### src/rtl/pc_seq_pkg.sv
// Shared opcode constants, FSM state encoding and opcode classification for pc_sequencer.
// Optional BNE support is enabled by defining PC_SEQ_BNE_EN.
package pc_seq_pkg;

  localparam logic [7:0] OP_J   = 8'h06;
  localparam logic [7:0] OP_BEQ = 8'h07;
  localparam logic [7:0] OP_LWD = 8'h08;
  localparam logic [7:0] OP_LWI = 8'h09;
  localparam logic [7:0] OP_SWD = 8'h0A;
  localparam logic [7:0] OP_SWI = 8'h0B;
  localparam logic [7:0] OP_BNE = 8'h0C;

  localparam logic [31:0] PC_INC = 32'd4;

  typedef enum logic [1:0] {
    S_RST   = 2'd0,
    S_FETCH = 2'd1,
    S_EXEC  = 2'd2,
    S_MEM   = 2'd3
  } state_t;

  // How the next PC is chosen once an instruction retires.
  typedef enum logic [1:0] {
    CLS_SEQ  = 2'd0,
    CLS_JUMP = 2'd1,
    CLS_BEQ  = 2'd2,
    CLS_BNE  = 2'd3
  } op_class_t;

  function automatic op_class_t classify(input logic [7:0] op);
    op_class_t cls;
    cls = CLS_SEQ;
    case (op)
      OP_J:    cls = CLS_JUMP;
      OP_BEQ:  cls = CLS_BEQ;
`ifdef PC_SEQ_BNE_EN
      OP_BNE:  cls = CLS_BNE;
`endif
      default: cls = CLS_SEQ;
    endcase
    return cls;
  endfunction

  function automatic logic is_load(input logic [7:0] op);
    return (op == OP_LWD) || (op == OP_LWI);
  endfunction

  function automatic logic is_store(input logic [7:0] op);
    return (op == OP_SWD) || (op == OP_SWI);
  endfunction

endpackage

### src/rtl/pc_next_calc.sv
// Combinational next-PC selection: sequential, jump, or conditional branch target.
// All arithmetic is 32-bit and wraps modulo 2^32.
module pc_next_calc
  import pc_seq_pkg::*;
(
  input  logic [31:0] pc,
  input  logic [7:0]  offset,
  input  op_class_t   op_class,
  input  logic        zero,
  output logic [31:0] next_pc
);

  logic [31:0] seq_pc;
  logic [31:0] target_pc;

  assign seq_pc    = pc + PC_INC;
  // Offset is a signed word count relative to the following instruction.
  assign target_pc = seq_pc + {{22{offset[7]}}, offset, 2'b00};

  always_comb begin
    next_pc = seq_pc;
    case (op_class)
      CLS_JUMP: next_pc = target_pc;
      CLS_BEQ:  next_pc = zero ? target_pc : seq_pc;
      CLS_BNE:  next_pc = zero ? seq_pc : target_pc;
      default:  next_pc = seq_pc;
    endcase
  end

endmodule

### src/rtl/pc_sequencer.sv
// Multi-cycle FETCH/EXEC/MEM sequencer owning the PC; emits COMMIT per retired instruction.
// Optional BNE opcode enabled by defining PC_SEQ_BNE_EN (see pc_seq_pkg).
module pc_sequencer
  import pc_seq_pkg::*;
#(
  parameter logic [31:0] RESET_PC = 32'h0000_0000
) (
  input  logic        CLK,
  input  logic        RESET,
  input  logic [7:0]  OPCODE,
  input  logic [7:0]  OFFSET,
  input  logic        ZERO,
  input  logic        IBUSY,
  input  logic        DBUSY,
  output logic [31:0] PC,
  output logic        IREAD,
  output logic        DREAD,
  output logic        DWRITE,
  output logic        COMMIT,
  output logic        STALL
);

  state_t      state;
  op_class_t   calc_class;
  logic [31:0] next_pc;
  logic        op_load;
  logic        op_store;

  assign op_load  = is_load(OPCODE);
  assign op_store = is_store(OPCODE);

  // A memory-phase retire always advances sequentially, so the branch
  // decode only steers the calculator while in EXEC.
  assign calc_class = (state == S_EXEC) ? classify(OPCODE) : CLS_SEQ;

  pc_next_calc u_pc_next_calc (
    .pc       (PC),
    .offset   (OFFSET),
    .op_class (calc_class),
    .zero     (ZERO),
    .next_pc  (next_pc)
  );

  // Gated by RESET so an instruction cut off by reset never signals a retire.
  assign COMMIT = RESET &&
                  (((state == S_EXEC) && !op_load && !op_store) ||
                   ((state == S_MEM) && !DBUSY));

  assign STALL = ((state == S_FETCH) && IBUSY) ||
                 ((state == S_MEM)   && DBUSY);

  always_ff @(posedge CLK) begin
    if (!RESET) begin
      state  <= S_RST;
      PC     <= RESET_PC;
      IREAD  <= 1'b0;
      DREAD  <= 1'b0;
      DWRITE <= 1'b0;
    end else begin
      case (state)
        S_RST: begin
          PC    <= RESET_PC;
          IREAD <= 1'b1;
          state <= S_FETCH;
        end
        S_FETCH: begin
          if (!IBUSY) begin
            IREAD <= 1'b0;
            state <= S_EXEC;
          end
        end
        S_EXEC: begin
          if (op_load) begin
            DREAD <= 1'b1;
            state <= S_MEM;
          end else if (op_store) begin
            DWRITE <= 1'b1;
            state  <= S_MEM;
          end else begin
            PC    <= next_pc;
            IREAD <= 1'b1;
            state <= S_FETCH;
          end
        end
        S_MEM: begin
          if (!DBUSY) begin
            PC     <= next_pc;
            DREAD  <= 1'b0;
            DWRITE <= 1'b0;
            IREAD  <= 1'b1;
            state  <= S_FETCH;
          end
        end
        default: begin
          IREAD  <= 1'b0;
          DREAD  <= 1'b0;
          DWRITE <= 1'b0;
          state  <= S_RST;
        end
      endcase
    end
  end

endmodule

### config.mk
export PLATFORM = sky130hd
export DESIGN_NAME = pc_sequencer
export DESIGN_NICKNAME = d
export VERILOG_FILES = /design/src/rtl/pc_seq_pkg.sv /design/src/rtl/pc_next_calc.sv /design/src/rtl/pc_sequencer.sv
export SDC_FILE = /design/constraint.sdc
export NUM_CORES = 1
export LEC_CHECK = 0
export BUFFER_PORTS_ARGS = -buffer_cell sky130_fd_sc_hd__buf_4
export CAP_MARGIN = 40
export CORE_AREA = 2 2 77 116
export CTS_CLUSTER_SIZE = 8
export DETAILED_ROUTE_END_ITERATION = 12
export DIE_AREA = 0 0 79 118
export PLACE_DENSITY_LB_ADDON = 0.25
export SYNTH_ARGS = -nofsm -noshare
export SYNTH_HDL_FRONTEND = slang
export SYNTH_SLANG_ARGS = --single-unit
### constraint.sdc
create_clock -name CLK -period 3.36 [get_ports CLK]
set_input_delay 0.336 -clock CLK [delete_from_list [all_inputs] [get_ports CLK]]
set_output_delay 0.336 -clock CLK [all_outputs]
set_load 0.02 [all_outputs]
==> results of run 1 <==
## worst max-delay path: stages (launching register included)
cell,delay (ns)
dfxtp_2,0.34
and4_2,0.22
buf_4,0.13
nand3_2,0.11
nor2_2,0.16
and3_1,0.22
xor2_1,0.16
ha_1,0.30
a21oi_1,0.18
nor2b_1,0.09
or4_1,0.51
o21ai_2,0.11
a31oi_4,0.09
a31oi_4,0.27
o22ai_1,0.09
a41o_1,0.20
## sequential cells by signal (all words and copies together), names as in the netlist
signal  flops
IREAD       1
PC         30
DWRITE      1
state       2
DREAD       1
## placed cells by master (no fill, tap or decap), types with 2 or more instances in the layout
master | Yosys | routed
a21o_1 | 17 | 17
a21oi_1 | 49 | 44
a21oi_2 | 0 | 5
a221oi_1 | 2 | 2
a222oi_1 | 3 | 3
a22oi_1 | 17 | 17
a31oi_1 | 8 | 6
a31oi_4 | 0 | 2
and2_1 | 3 | 3
and3_1 | 9 | 9
and4_2 | 2 | 2
buf_4 | 2 | 114
clkbuf_16 | 0 | 5
conb_1 | 1 | 2
dfxtp_1 | 35 | 24
dfxtp_2 | 0 | 11
ha_1 | 38 | 37
inv_1 | 18 | 18
nand2_1 | 50 | 49
nand2b_1 | 5 | 5
nand3_1 | 20 | 17
nand3_2 | 1 | 4
nand4_1 | 16 | 16
nor2_1 | 44 | 39
nor2_2 | 1 | 5
nor2b_1 | 7 | 7
nor3_1 | 9 | 7
nor3_2 | 0 | 2
nor4_1 | 6 | 4
nor4_2 | 1 | 3
o211ai_1 | 7 | 7
o21a_1 | 2 | 2
o21ai_0 | 27 | 24
o21ai_2 | 1 | 3
o21bai_1 | 2 | 2
o22ai_1 | 7 | 7
or4_1 | 4 | 4
xnor2_1 | 32 | 31
xor2_1 | 19 | 18
## layer usage
| layer | vias to the layer above | part of all wire | GRT usage |
|---|---|---|---|
| li1 | 2099 | - | - |
| met3 | 43 | 0.057 | 0.0414 |
| met5 | - | 0 | 0 |
| met1 | 2009 | 0.37 | 0.287 |
| met2 | 203 | 0.53 | 0.467 |
| met4 | 0 | 0.040 | 0.116 |
## stage by stage
stage	area (µm²)	utilization	hold slack [ns]
6_report	5050	0.608	0.330
4_1_cts	4900	0.590	0.332
2_1_floorplan	3840	-	0.458
3_5_place_dp	4680	0.563	0.494
3_3_place_gp	4670	0.562	0.468
5_1_grt	5050	0.608	0.349
## logic make-up after synthesis
group | synth area share
AO/OA/AOI/OAI | 0.266
other | 0.000978
multiplexers | 0.00555
adder cells (fa/ha/maj) | 0.129
XOR/XNOR | 0.117
flip-flops | 0.183
AND/OR/NAND/NOR | 0.252
buffers and inverters | 0.0467
## layout make-up
type | instances | area share
multi-input cells | 442 | 0.614
well taps | 107 | 0.0265
inverters | 19 | 0.0141
flip-flops and latches | 35 | 0.141
clock inverters | 2 | 0.00694
repair buffers | 114 | 0.169
clock buffers | 6 | 0.0275
## worst paths after layout
path         startpoint      to  slack (ns)  cells past startpoint
max               PC[9]  PC[25]        0.08                     15
min               RESET  PC[31]        0.33                      3
min reg2reg      DWRITE  DWRITE        0.50                      2
max reg2reg       PC[9]  PC[25]        0.08                     15
## timing repair
item | 4_1_cts | 5_1_grt
cloned | 0 | 0
buffers inserted | 1 | 5
pin swaps | 1 | 13
setup endpoints to repair | 4 | 10
resized for setup | 8 | 34
## power by group through the flow
stage	clock (mW)	sequential, mW	combinational [mW]
final	0.555	0.422	0.204
after global routing	0.575	0.422	0.223
after CTS	0.559	0.422	0.200
after detailed placement	0	0.431	0.199
after global placement	0	0.430	0.192
after floorplan	0	0.433	0.118
==> impl_results.md, run 1 <==
* Outcome: complete, no violations
* CTS Buffer Depth at 2
* Class of the worst hold path: input pin to flip-flop
* Final Non-Filler Cells at 725
* Most numerous cell in the Yosys netlist: nand2_1
* Per-cell routed wire length at between 15 and 20 µm
* Chip Height at between 100 and 150 µm
* Initial Util at 0.461
* Worst EP required at 3.54 ns
* DRC marker count from the first detailed-route iteration at around 300
* Worst-path clk slew at about 0.06 ns
* I/O pins at 58
* Synth cell types at just under 70
* Max IR drop VDD at ~0.2 mV
* DP Wirelength at ~9500 µm
* Actual slew at the worst max-slew pin at 0.704 ns
* Setup TNS at 0 ns
* Slew Viols, Final at 0
* Crit-path max FO at 5
* Cell area after synthesis at about 3800 µm²
* Mapped Avg Cell Area at between 7 and 8 µm²
* Skew final at roughly 0.0065 ns
* Synth Flop Type: dfxtp_1
* # Max-Cap Violations at 0
* Seq pwr share at 0.357
* Flops & latches, synth at 35
* Tot GR Track Use at 0.258
* Antenna violations before repair at 0
* Total congestion overflow at 0
* Clock buffer count from CTS at 5
* DIE AREA at 9320 µm²
* Yosys warning count at 0
* Crit path launch type: flip-flop
* Switching power at between 0.3 and 0.4 mW
* Placed Cells at roughly 710
* Crit Path Category: flip-flop to flip-flop
* Post-synth top area cell: dfxtp_1
* EDFF count, synth at 0
* FF+latch area at roughly 710 µm²
* Pre-CTS setup slack at -0.182 ns
* CTS tree: done
* Core Region at roughly 8300 µm²
* Synth area leaders: dfxtp_1 18%, ha_1 12%, xnor2_1 7.3%, a21oi_1 6.4%, nand2_1 4.9%
* Total power draw at between 1 and 1.5 mW
* First drt pass iteration count at 5
* Max Fclk at between 0.3 and 0.4 GHz
* Vias in the first global route at a little over 4000
* Worst-skew pair later-pin latency at roughly 0.28 ns
* Final antenna-violating net count at 0
* Vias post-DR at roughly 4400
* Post-route DRC at 0
* Internal Power at about 0.87 mW
* Period minus WS final at about 3.3 ns
* Sw frac at 0.265
* PnR worst setup slack at 0.0763 ns
* CP Capture Type: flip-flop
* Period utilization at 0.977
* Final setup viols at 0
* Via density at 6.01
* Gate Count Post-Synth at 515
* Routed wire length at 12400 µm
* Area of the multi-input gates at a little over 3000 µm²
* Share of cells above drive strength 1 at 0.282
* Area share of the largest cell type after synthesis at 0.183
* Final Net Count at between 600 and 700
* Fillers at 746
* Power Dens Cells at 234 nW/µm²
* Ys async rst share at 0
* Hold Fails Final Rpt at 0
* H-Tree Depth at 2
* Clk network pwr share at 0.470
* P_leak at between 2 and 2.5 nW
* Die Span X at approximately 79 µm
* First-pass GRT wire length at approximately 19000 µm
* Number of port buffers at 55
* Post-CTS Hold Buffers at 0
* # clock sinks at 35
* Largest net degree at the start of global routing at 29
* Unrepaired setup endpoints after global routing: true
* Routability congestion estimate at 0.967
* Top cells by count, synth: 50 x nand2_1, 49 x a21oi_1, 44 x nor2_1, 38 x ha_1, 35 x dfxtp_1
* Root Driver: clkbuf_16
* Antenna cells at 0
* Comb power frac at 0.173
* Register area share after synthesis at 0.183
* Area delta synth->final at 31.7%
* Critical path arrival at approximately 3.5 ns
* Placement row count at slightly above 40
* Slew Limit Headroom at 0.528
(Power assumes the default switching activity.)
==> run 2, diff against run 1 <==
BUFFER_PORTS_ARGS = -buffer_cell sky130_fd_sc_hd__buf_2   (was -buffer_cell sky130_fd_sc_hd__buf_4)
clock period = 4.25 ns   (was 3.36 ns; I/O delays follow)
==> run 2 against run 1 <==
Critical path depth decreased by 1. Clock skew barely moved. Register-to-register slack better by 0.30 ns. Non-clock buffer count down 52. Combinational power fell by 30%. Critical path type unchanged.
==> impl_results.md, run 2 (synthesis gave the netlist of run 1 again) <==
* CP Capture Type: flip-flop
* Total congestion overflow at 0 (unchanged)
* Chip Height at 118 µm (unchanged)
* Crit Path Category: flip-flop to flip-flop
* Routability congestion estimate at 0.948 (-2.0%)
* CTS tree: done
* DP Wirelength at 8810 µm (-6.8%)
* Tot GR Track Use at 0.244 (-0.0140)
* # clock sinks at 35 (unchanged)
* Hold Fails Final Rpt at 0 (unchanged)
* Crit path launch type: flip-flop
* Max Fclk at 0.258 GHz (-15%)
* Biggest regs: PC (30), state (2)
* Most flop-heavy register: PC
* H-Tree Depth at 2 (unchanged)
* Final Net Count at 625 (-7.7%)
* Max stage delay cell, worst path: dfxtp_1
* Final antenna-violating net count at 0 (unchanged)
* First-pass GRT wire length at 18300 µm (-5.7%)
* # Max-Cap Violations at 0 (unchanged)
* Post-CTS Hold Buffers at 0 (unchanged)
* Die Span X at 79 µm (unchanged)
* Vias post-DR at 4122 (-5.3%)
* Outcome: complete, no violations
* Class of the worst hold path: input pin to flip-flop
* Slew Limit Headroom at 0.500 (-0.0280)
* Final setup viols at 0 (unchanged)
* Postcts setup bufs at 0 (-1)
* Clock buffer count from CTS at 5 (unchanged)
* Max reg flops at 30 (unchanged)
* Crit-path max FO at 7 (+2)
* CTS Buffer Depth at 2 (unchanged)
* Area delta synth->final at 13.5%
* DRC marker count from the first detailed-route iteration at 258 (-15%)
* I/O pins at 58 (unchanged)
* Root Driver: clkbuf_16
* Largest net degree at the start of global routing at 29 (unchanged)
* Crit path cell chain: and4_1 -> nand4_1 -> nor2_2 -> nand2_1 -> xnor2_1 -> ha_1 -> a21o_1 -> a21o_1 -> a21oi_1 -> o21ai_0 -> nor4_1 -> a211oi_1 -> mux2_2 -> o221ai_1
* FF-to-FF setup slack at 0.37 ns (+0.30 ns)
* Skew final at 0.00649 ns (-0.0000439 ns)
* Min-delay src: RESET
* First drt pass iteration count at 5 (unchanged)
* Via density at 6.12 (+2.0%)
* Initial Util at 0.461 (unchanged)
* Cts repair resizes at 0 (-8)
* Commonest non-fill, non-tap cell in the layout: buf_2
* Core Region at 8310 µm² (unchanged)
* Slowest Stage Delay on Critical Path at 0.43 ns (-0.08 ns)
* Vias in the first global route at 3872 (-6.5%)
* Post-route DRC at 0 (unchanged)
* Period minus WS final at 3.88 ns (+0.593 ns)
* Reg2Reg Capture Point: PC[30]
* P_leak at 1.99 nW (-13%)
* Antenna violations before repair at 0 (unchanged)
* Unrepaired setup endpoints after global routing: false
* Hold Crit Endpoint: state[0]
* Worst-path clk slew at 0.06 ns (about the same)
* Number of port buffers at 55 (unchanged)
* Setup TNS at 0 ns (unchanged)
* Antenna cells at 0 (unchanged)
* Actual slew at the worst max-slew pin at 0.743 ns (+0.0396 ns)
* Placed Cells at 665 (-6.5%)
* Routed wire length at 11500 µm (-6.9%)
* Slew Viols, Final at 0 (unchanged)
* Critical R2R Launch: PC[5]
* Worst Reg-to-Reg Cells at 14 (-1)
* Per-cell routed wire length at 17.1 µm (+0.32%)
* Placement row count at 41 (unchanged)
* Final Non-Filler Cells at 673 (-7.2%)
* Period utilization at 0.912 (-0.0652)
* DIE AREA at 9320 µm² (unchanged)
* Share of cells above drive strength 1 at 0.147 (-0.135)
* Hold Path Depth at 2 (-1)
* Crit-path most repeated cell: a21o_1
* Critical path arrival at 4.06 ns (+0.60 ns)
* Most frequent cells in the layout: 55 x buf_2, 50 x nand2_1, 49 x a21oi_1
* Power Dens Cells at 199 nW/µm² (-15%)
* Worst EP required at 4.43 ns (+0.89 ns)
* Worst-skew pair later-pin latency at 0.28 ns (about the same)
* Max IR drop VDD at 0.148 mV (-26%)
==> run 2: power by group <==
group          switching, mW  internal [mW]
registers            0.00265          0.331
logic                 0.0941         0.0492
clock network          0.141          0.250
==> run 2: critical path, delay by kind of cell, from the launching register on <==
family / cells / cell delay (ns)
AND/OR/NAND/NOR: 5 / 1.47
AO/OA/AOI/OAI: 6 / 0.99
flip-flops: 1 / 0.43
adder cells (fa/ha/maj): 1 / 0.33
multiplexers: 1 / 0.29
XOR/XNOR: 1 / 0.27
==> run 2: per-layer routing <==
metal / vias up / global-route usage / routed length [µm]
met5: - / 0 / 0
met3: 28 / 0.0353 / 630
met4: 0 / 0.107 / 365
met1: 1950 / 0.275 / 4460
met2: 149 / 0.441 / 6070
li1: 1995 / - / -
==> run 2: worst max path at each step <==
stage / startpoint / end / slack [ns] / cells after the start
2_1_floorplan: PC[4] / PC[25] / 0.77 / 14
3_3_place_gp: PC[4] / PC[30] / 0.45 / 14
3_5_place_dp: PC[5] / PC[30] / 0.45 / 14
4_1_cts: PC[5] / PC[30] / 0.40 / 14
5_1_grt: PC[5] / PC[30] / 0.06 / 14
6_report: PC[5] / PC[30] / 0.37 / 14
==> run 2: cell type report <==
cell class	instances	area (µm²)
well taps	107	134
multi-input cells	442	2960
clock buffers	8	156
flip-flops and latches	35	701
inverters	19	71.3
fillers	840	3960
repair buffers	62	328
==> run 2: through the flow <==
step,util,hold WS (ns),total power [mW],cell area (µm²),setup WS (ns)
after floorplan,-,0.512,0.435,3840,0.770
after global placement,0.504,0.463,0.479,4190,0.454
after detailed placement,0.504,0.469,0.482,4190,0.446
after CTS,0.523,0.450,0.869,4350,0.399
after global routing,0.523,0.461,0.899,4350,0.0574
final,0.523,0.457,0.867,4350,0.373
